--- src/rtl/serial_to_parallel_fifo.sv ---
// ============================================================================
// Module      : serial_to_parallel_fifo
// Description : MSB-first serial-to-parallel word assembler feeding a
//               DEPTH-entry FIFO with valid/ready output, frame-error pulse
//               and sticky overflow flag.
// Revision    : 1.0 - initial release
// ============================================================================
`default_nettype none

module serial_to_parallel_fifo #(
    parameter int N     = 8,
    parameter int DEPTH = 4
) (
    input  logic                       i_clock,
    input  logic                       i_reset_n,
    input  logic                       i_enable,
    input  logic                       i_valid,
    input  logic                       i_data,
    input  logic                       i_ready,
    input  logic                       i_clear,
    output logic                       o_valid,
    output logic [N-1:0]               o_word,
    output logic [$clog2(DEPTH+1)-1:0] o_level,
    output logic                       o_frame_err,
    output logic                       o_overflow
);

    localparam int CW = $clog2(N);
    localparam int PW = $clog2(DEPTH);
    localparam int LW = $clog2(DEPTH+1);

    localparam logic [CW-1:0] c_cnt_last = CW'(N-1);
    localparam logic [CW-1:0] c_cnt_one  = CW'(1);
    localparam logic [PW-1:0] c_ptr_one  = PW'(1);
    localparam logic [LW-1:0] c_lvl_one  = LW'(1);
    localparam logic [LW-1:0] c_lvl_full = LW'(DEPTH);

    logic [CW-1:0]  r_cnt;
    logic [N-2:0]   r_sh;
    logic [N-1:0]   r_mem [DEPTH];
    logic [PW-1:0]  r_wr_ptr;
    logic [PW-1:0]  r_rd_ptr;
    logic [LW-1:0]  r_level;
    logic           r_frame_err;
    logic           r_overflow;

    logic           w_bit;
    logic           w_word_done;
    logic           w_full;
    logic           w_pop;
    logic           w_push;
    logic           w_drop;
    logic [N-1:0]   w_new_word;

    assign w_bit       = i_enable & i_valid;
    assign w_word_done = w_bit & (r_cnt == c_cnt_last);
    assign w_new_word  = {r_sh, i_data};
    assign w_full      = (r_level == c_lvl_full);
    assign w_pop       = (r_level != '0) & i_ready;
    // A full FIFO can still take a word when the head leaves on the same edge.
    assign w_push      = w_word_done & (~w_full | w_pop);
    assign w_drop      = w_word_done & w_full & ~w_pop;

    always_ff @(posedge i_clock) begin
        if (!i_reset_n) begin
            r_cnt       <= '0;
            r_sh        <= '0;
            r_frame_err <= 1'b0;
        end else begin
            r_frame_err <= i_enable & ~i_valid & (r_cnt != '0);
            if (!i_enable || !i_valid || w_word_done) begin
                r_cnt <= '0;
            end else begin
                r_cnt <= r_cnt + c_cnt_one;
            end
            if (w_bit) begin
                r_sh <= w_new_word[N-2:0];
            end
        end
    end

    // Storage needs no reset: entries are only visible while r_level covers them.
    always_ff @(posedge i_clock) begin
        if (w_push) begin
            r_mem[r_wr_ptr] <= w_new_word;
        end
    end

    always_ff @(posedge i_clock) begin
        if (!i_reset_n) begin
            r_wr_ptr   <= '0;
            r_rd_ptr   <= '0;
            r_level    <= '0;
            r_overflow <= 1'b0;
        end else begin
            if (w_push) begin
                r_wr_ptr <= r_wr_ptr + c_ptr_one;
            end
            if (w_pop) begin
                r_rd_ptr <= r_rd_ptr + c_ptr_one;
            end
            case ({w_push, w_pop})
                2'b10:   r_level <= r_level + c_lvl_one;
                2'b01:   r_level <= r_level - c_lvl_one;
                default: r_level <= r_level;
            endcase
            if (w_drop) begin
                r_overflow <= 1'b1;
            end else if (i_clear) begin
                r_overflow <= 1'b0;
            end
        end
    end

    assign o_valid     = (r_level != '0);
    assign o_word      = (r_level != '0) ? r_mem[r_rd_ptr] : '0;
    assign o_level     = r_level;
    assign o_frame_err = r_frame_err;
    assign o_overflow  = r_overflow;

endmodule

`default_nettype wire

--- config.mk ---
export PLATFORM = sky130hd
export DESIGN_NAME = serial_to_parallel_fifo
export DESIGN_NICKNAME = d
export VERILOG_FILES = /design/src/rtl/serial_to_parallel_fifo.sv
export SDC_FILE = /design/constraint.sdc
export NUM_CORES = 1
export LEC_CHECK = 0
export ABC_AREA = 1
export CAP_MARGIN = 20
export CORE_AREA = 2 2 64 66
export CTS_CLUSTER_SIZE = 28
export DETAILED_ROUTE_END_ITERATION = 7
export DIE_AREA = 0 0 66 68
export GPL_ROUTABILITY_DRIVEN = 0
export PLACE_DENSITY = 0.9
export SKIP_CTS_REPAIR_TIMING = 1
export SYNTH_ARGS = -nofsm -noshare
export SYNTH_HDL_FRONTEND = slang
export SYNTH_SLANG_ARGS = --single-unit
--- constraint.sdc ---
create_clock -name i_clock -period 4.6 [get_ports i_clock]
set_clock_uncertainty 0.1 [all_clocks]
set_input_delay 0.92 -clock i_clock [delete_from_list [all_inputs] [get_ports i_clock]]
set_output_delay 0.92 -clock i_clock [all_outputs]
set_load 0.01 [all_outputs]
==> Word-level counts from Yosys, hierarchy flattened <==
Memory sizes are Yosys's and may differ from the RTL's. A register that Yosys moved wholly into a read port is not among the register bits.
Cells that the tools add are included.
{ "classes": {"n_eq_ne": 4, "bitwise": 13, "n_reduce_logical": 9, "n_mux": 8, "n_addsub": 5} }
{ "ops": {"columns": ["op", "n"], "rows": [
  ["bitwise AND 1 bit", 8],
  ["two-way mux 8 bit", 1],
  ["adder 3 x 1 -> 3 bit (second input constant)", 2],
  ["equality test 3 bit (second input constant)", 2],
  ["one-hot mux 3 bit (2 select lines)", 1],
  ["nonzero test 3 bit", 2],
  ["adder 2 x 1 -> 2 bit (second input constant)", 2],
  ["two-way mux 1 bit", 4],
  ["two-way mux 2 bit", 2],
  ["NOT 1 bit", 4],
  ["nonzero test 2 bit", 2],
  ["subtractor 3 x 1 -> 3 bit (second input constant)", 1],
  ["equality test 2 x 1 -> 1 bit (second input constant)", 1],
  ["equality test 2 bit (second input constant)", 1],
  ["zero test 1 bit", 2],
  ["logical OR 1 bit", 2],
  ["OR reduction 2 bit", 1],
  ["OR 1 bit", 1]
]} }
{ "word_totals": {"register_bits": 19, "mem_count": 1, "word_cells": 47, "ramBits": 32, "in_bits": 7, "out_inout_bits": 14} }
{ "mem_list": {"columns": ["memory", "words", "width", "read_ports", "rd_ports_with_merged_regs", "write_ports", "line_no", "rtl"], "rows": [
  ["r_mem", 4, 8, 1, 1, 1, "40", "logic [N-1:0] r_mem [DEPTH];"]
]} }

==> Longest topological paths before layout <==
{ "depth": {"ltp_word": 6, "mapped_depth": 11, "mapped_depth_nobuf": 11} }

==> Worst setup path before layout <==
No wires, ideal clock.
{ "synth_timing": {"path_kind": "input to register", "startpoint": "input port i_valid", "endpoint": "memory r_mem[0][0] (enable)", "cell_stages": 4, "required_time_ns": 4.129, "path_buffers": 0, "slack_ns": 2.523, "setup_time_ns": 0.371, "t_arrival_ns": 1.606, "cell_sequence": "nand3_4 inv_1 nand2_2 nor2_1"} }
{ "synth_via": {"elab_chain_cells": 5} }
{ "synth_rtl": {"columns": ["item", "line_no", "rtl"], "rows": [
  ["from (decl)", "17", "input logic i_valid,"],
  ["bitwise AND 1 bit", "55", "assign w_bit = i_enable & i_valid;"],
  ["bitwise AND 1 bit", "56", "assign w_word_done = w_bit & (r_cnt == c_cnt_last);"],
  ["bitwise AND 1 bit", "61", "assign w_push = w_word_done & (~w_full | w_pop);"],
  ["two-way mux 1 bit", "84", "if (w_push) begin"],
  ["two-way mux 1 bit (not written as such)", "85", "r_mem[r_wr_ptr] <= w_new_word;"],
  ["to (decl)", "40", null]
]} }
No other way between the ends.

==> summary.md <==
| Metric | Value |
|---|---|
| Status | finished clean |
| Drt drc | 0 |
| Worst R2R End | r_mem[1][1]$_DFFE_PP_ |
| Number of global-route vias before repair | 1,342 |
| DR vias/cell | 5.18 |
| Num CTS Buffers | 5 |
| Post-synthesis area per instance | about 10 um^2 |
| Most frequent cells in the layout | nor2_1 (60), edfxtp_1 (32), o21ai_0 (24), inv_1 (22), dfxtp_1 (21) |
| Worst-skew pair later-pin latency | approximately 300 ps |
| Drt initial violations | 57 |
| FILL cells | 304 |
| Distinct cells, synth | 27 |
| Crit path capture type | output pin |
| Final period util | 0.682 |
| Clock power share | 0.202 |
| Pwr per Cell Area | 481 nW/um^2 |
| Vias post-DR | about 1,500 |
| Warnings from Yosys | 0 |
| Number of routed nets with antenna violations | 0 |
| H-tree depth | 2 |
| TritonCTS clock tree | done |
| Worst setup margin | between 1000 and 1500 ps |
| RSZ-0062 raised after global routing | false |
| Worst Hold End | r_cnt[0]$_SDFF_PP0_ |
| R2r worst-path depth | 6 |
| Max Slew Vio Count | 0 |
| Final Hold Slack | 353 ps |
| Hold path start | r_cnt[0]$_SDFF_PP0_ |
| Largest net degree at the start of global routing | 18 |
| Total global-route track usage | 0.196 |
| Area of the multi-input gates | ~710 um^2 |
| Clock Tree Buf Depth | 2 |
| Switching share of power | 0.323 |
| Flop pwr share | 0.468 |
| Critical path required time | 3580 ps |
| Area of the die | between 4000 and 5000 um^2 |
| Core Region | 3860 um^2 |
| Maximum vdd drop | 384 uV |
| R2R Path Start | r_cnt[0]$_SDFF_PP0_ |
| Seq/Total Area, Yosys | 0.623 |
| Place WS | approximately 1700 ps |
| Worst Path Max Fanout | 17 |
| Slew @ Worst Pin | between 600 and 700 ps |
| R2r setup slk | about 2500 ps |
| Starting Density | 0.575 |
| Clock-pin slew on the worst setup and hold paths | approximately 90 ps |
| Diodes inserted | 0 |
| First-pass GRT wire length | about 6.3 mm |
| DR pass1 iterations | 4 |
| Rel. slew slack | 0.562 |
| Hold Crit Class | reg2reg |
| FF+latch area | between 1000 and 1500 um^2 |
| #FFs+latches synth | between 50 and 60 |
| Top Ports | 21 |
| Layout cells sized above 1 | 0.0747 |
| Port Buffers | 20 |
| Total Neg Setup Slack | 0 ps |
| Mapped Cells | around 220 |
| Final wirelength | about 4.0 mm |
| Syn_nets | ~230 |
| Leakage | 0.000951 uW |
| Final Hold Viols | 0 |
| Final min period | around 3100 ps |
| NetSw | 395 uW |
| Hold Path Depth | 1 |
| Dpl hpwl | slightly below 3 mm |
| Die height | about 70 um |
| Root Driver | clkbuf_8 |
| Post-Syn Area | about 2200 um^2 |
| DR WL/cell | 13.6 um |
| Critical path startpoint category | register |
| Crit path arrival time | between 2000 and 2500 ps |
| Row cnt | 23 |
| Sinks on the clock net | between 50 and 60 |
| Most common cell after layout, fill and taps aside | nor2_1 |
| Final #Nets | around 260 |
| Max Freq | 319 MHz |
| P_int | 827 uW |
| Combinational share of power | 0.329 |
| Total gr overflow | 0 |
| Die Width | around 66 um |
| Max-Cap Viols | 0 |
| WS Path Type | reg2out |
| Area Growth Syn to Fin | 14.6% |
| Final setup viols | 0 |
| Initial antenna violation count | 0 |
==> kinds of logic after synthesis <==
| family | count (synthesis) | synth area share |
|---|---|---|
| simple gates | 84 | 0.173 |
| flops | 53 | 0.623 |
| compound gates | 42 | 0.0970 |
| fa+ha+maj | 8 | 0.0485 |
| xor+xnor | 1 | 0.00395 |
| buf+inv | 30 | 0.0553 |
==> critical path, cell delays in order (launching register included) <==
cell and delay, ps:
dfxtp_1 700, inv_2 230, o21ai_0 290, a21oi_1 100
clkdlybuf4s50_1 480
==> state kept, by name, summed over array words and instances (netlist names), named ones only <==
register,cells
o_overflow,1
r_mem,32
o_level,3
o_frame_err,1
r_wr_ptr,2
r_sh,7
r_cnt,3
r_rd_ptr,2
==> per-stage QoR <==
step	area, um^2	total power [uW]	utilization	instances
2_1_floorplan	2220	814	-	218
3_3_place_gp	2450	972	0.637	283
3_5_place_dp	2450	984	0.637	283
4_1_cts	2540	1230	0.659	291
5_1_grt	2540	1300	0.659	291
6_report	2540	1220	0.659	291
==> how the worst max path moves through the flow <==
stage                         from                    end  slack (ps)  depth (start not counted)
after floorplan            i_valid  r_mem[0][0]$_DFFE_PP_        2520                          4
after global placement     i_valid  r_mem[2][1]$_DFFE_PP_        1820                          5
after detailed placement   i_valid  r_mem[1][7]$_DFFE_PP_        1740                          5
after CTS                 register              o_word[7]        1490                          4
after global routing      register              o_word[5]        1280                          4
final                     register              o_word[7]        1460                          4
==> routing by layer <==
layer / GRT usage / vias up / wire [um] / share of wire
li1: - / 762 / - / -
met3: 0.0493 / 5 / 153 / 0.039
met4: 0.0714 / 0 / 38 / 0.0096
met2: 0.338 / 39 / 2000 / 0.50
met5: 0 / - / 0 / 0
met1: 0.240 / 700 / 1770 / 0.45
==> power groups by stage <==
stage / clock [uW] / sequential, uW / combinational [uW]
floorplan: 0 / 563 / 251
global placement: 0 / 580 / 392
detailed placement: 0 / 583 / 401
CTS: 255 / 571 / 404
global route: 272 / 576 / 447
finish: 247 / 572 / 402
==> area by class of cell <==
| class | instances | area share |
|---|---|---|
| clock buffers | 6 | 0.0285 |
| flip-flops and latches | 53 | 0.543 |
| multi-input cells | 135 | 0.281 |
| well taps | 50 | 0.0246 |
| inverters | 25 | 0.0379 |
| clock inverters | 2 | 0.00591 |
| repair buffers | 20 | 0.0787 |
==> synthesized netlist by cell type <==
cell      number  area share
o21ai_0       24       0.054
nand4_1        2      0.0056
nand2_1       10       0.017
nand3_1        4      0.0090
nor2_1        60        0.10
inv_2          2      0.0034
ha_1           7       0.039
inv_1         22       0.037
nand2_4        3       0.015
buf_2          2      0.0045
a21oi_1       14       0.032
edfxtp_1      32        0.43
nand3_2        1      0.0045
clkbuf_2       1      0.0023
nand3_4        1      0.0079
and2_4         1      0.0039
fa_1           1      0.0090
buf_4          1      0.0034
xor2_1         1      0.0039
dfxtp_1       21        0.19
o21a_1         1      0.0034
inv_4          1      0.0028
clkbuf_1       1      0.0017
a211oi_1       1      0.0034
o21ai_1        2      0.0045
nor2_4         1      0.0051
nand2_2        1      0.0028
Power figures use the tool's default switching activity.
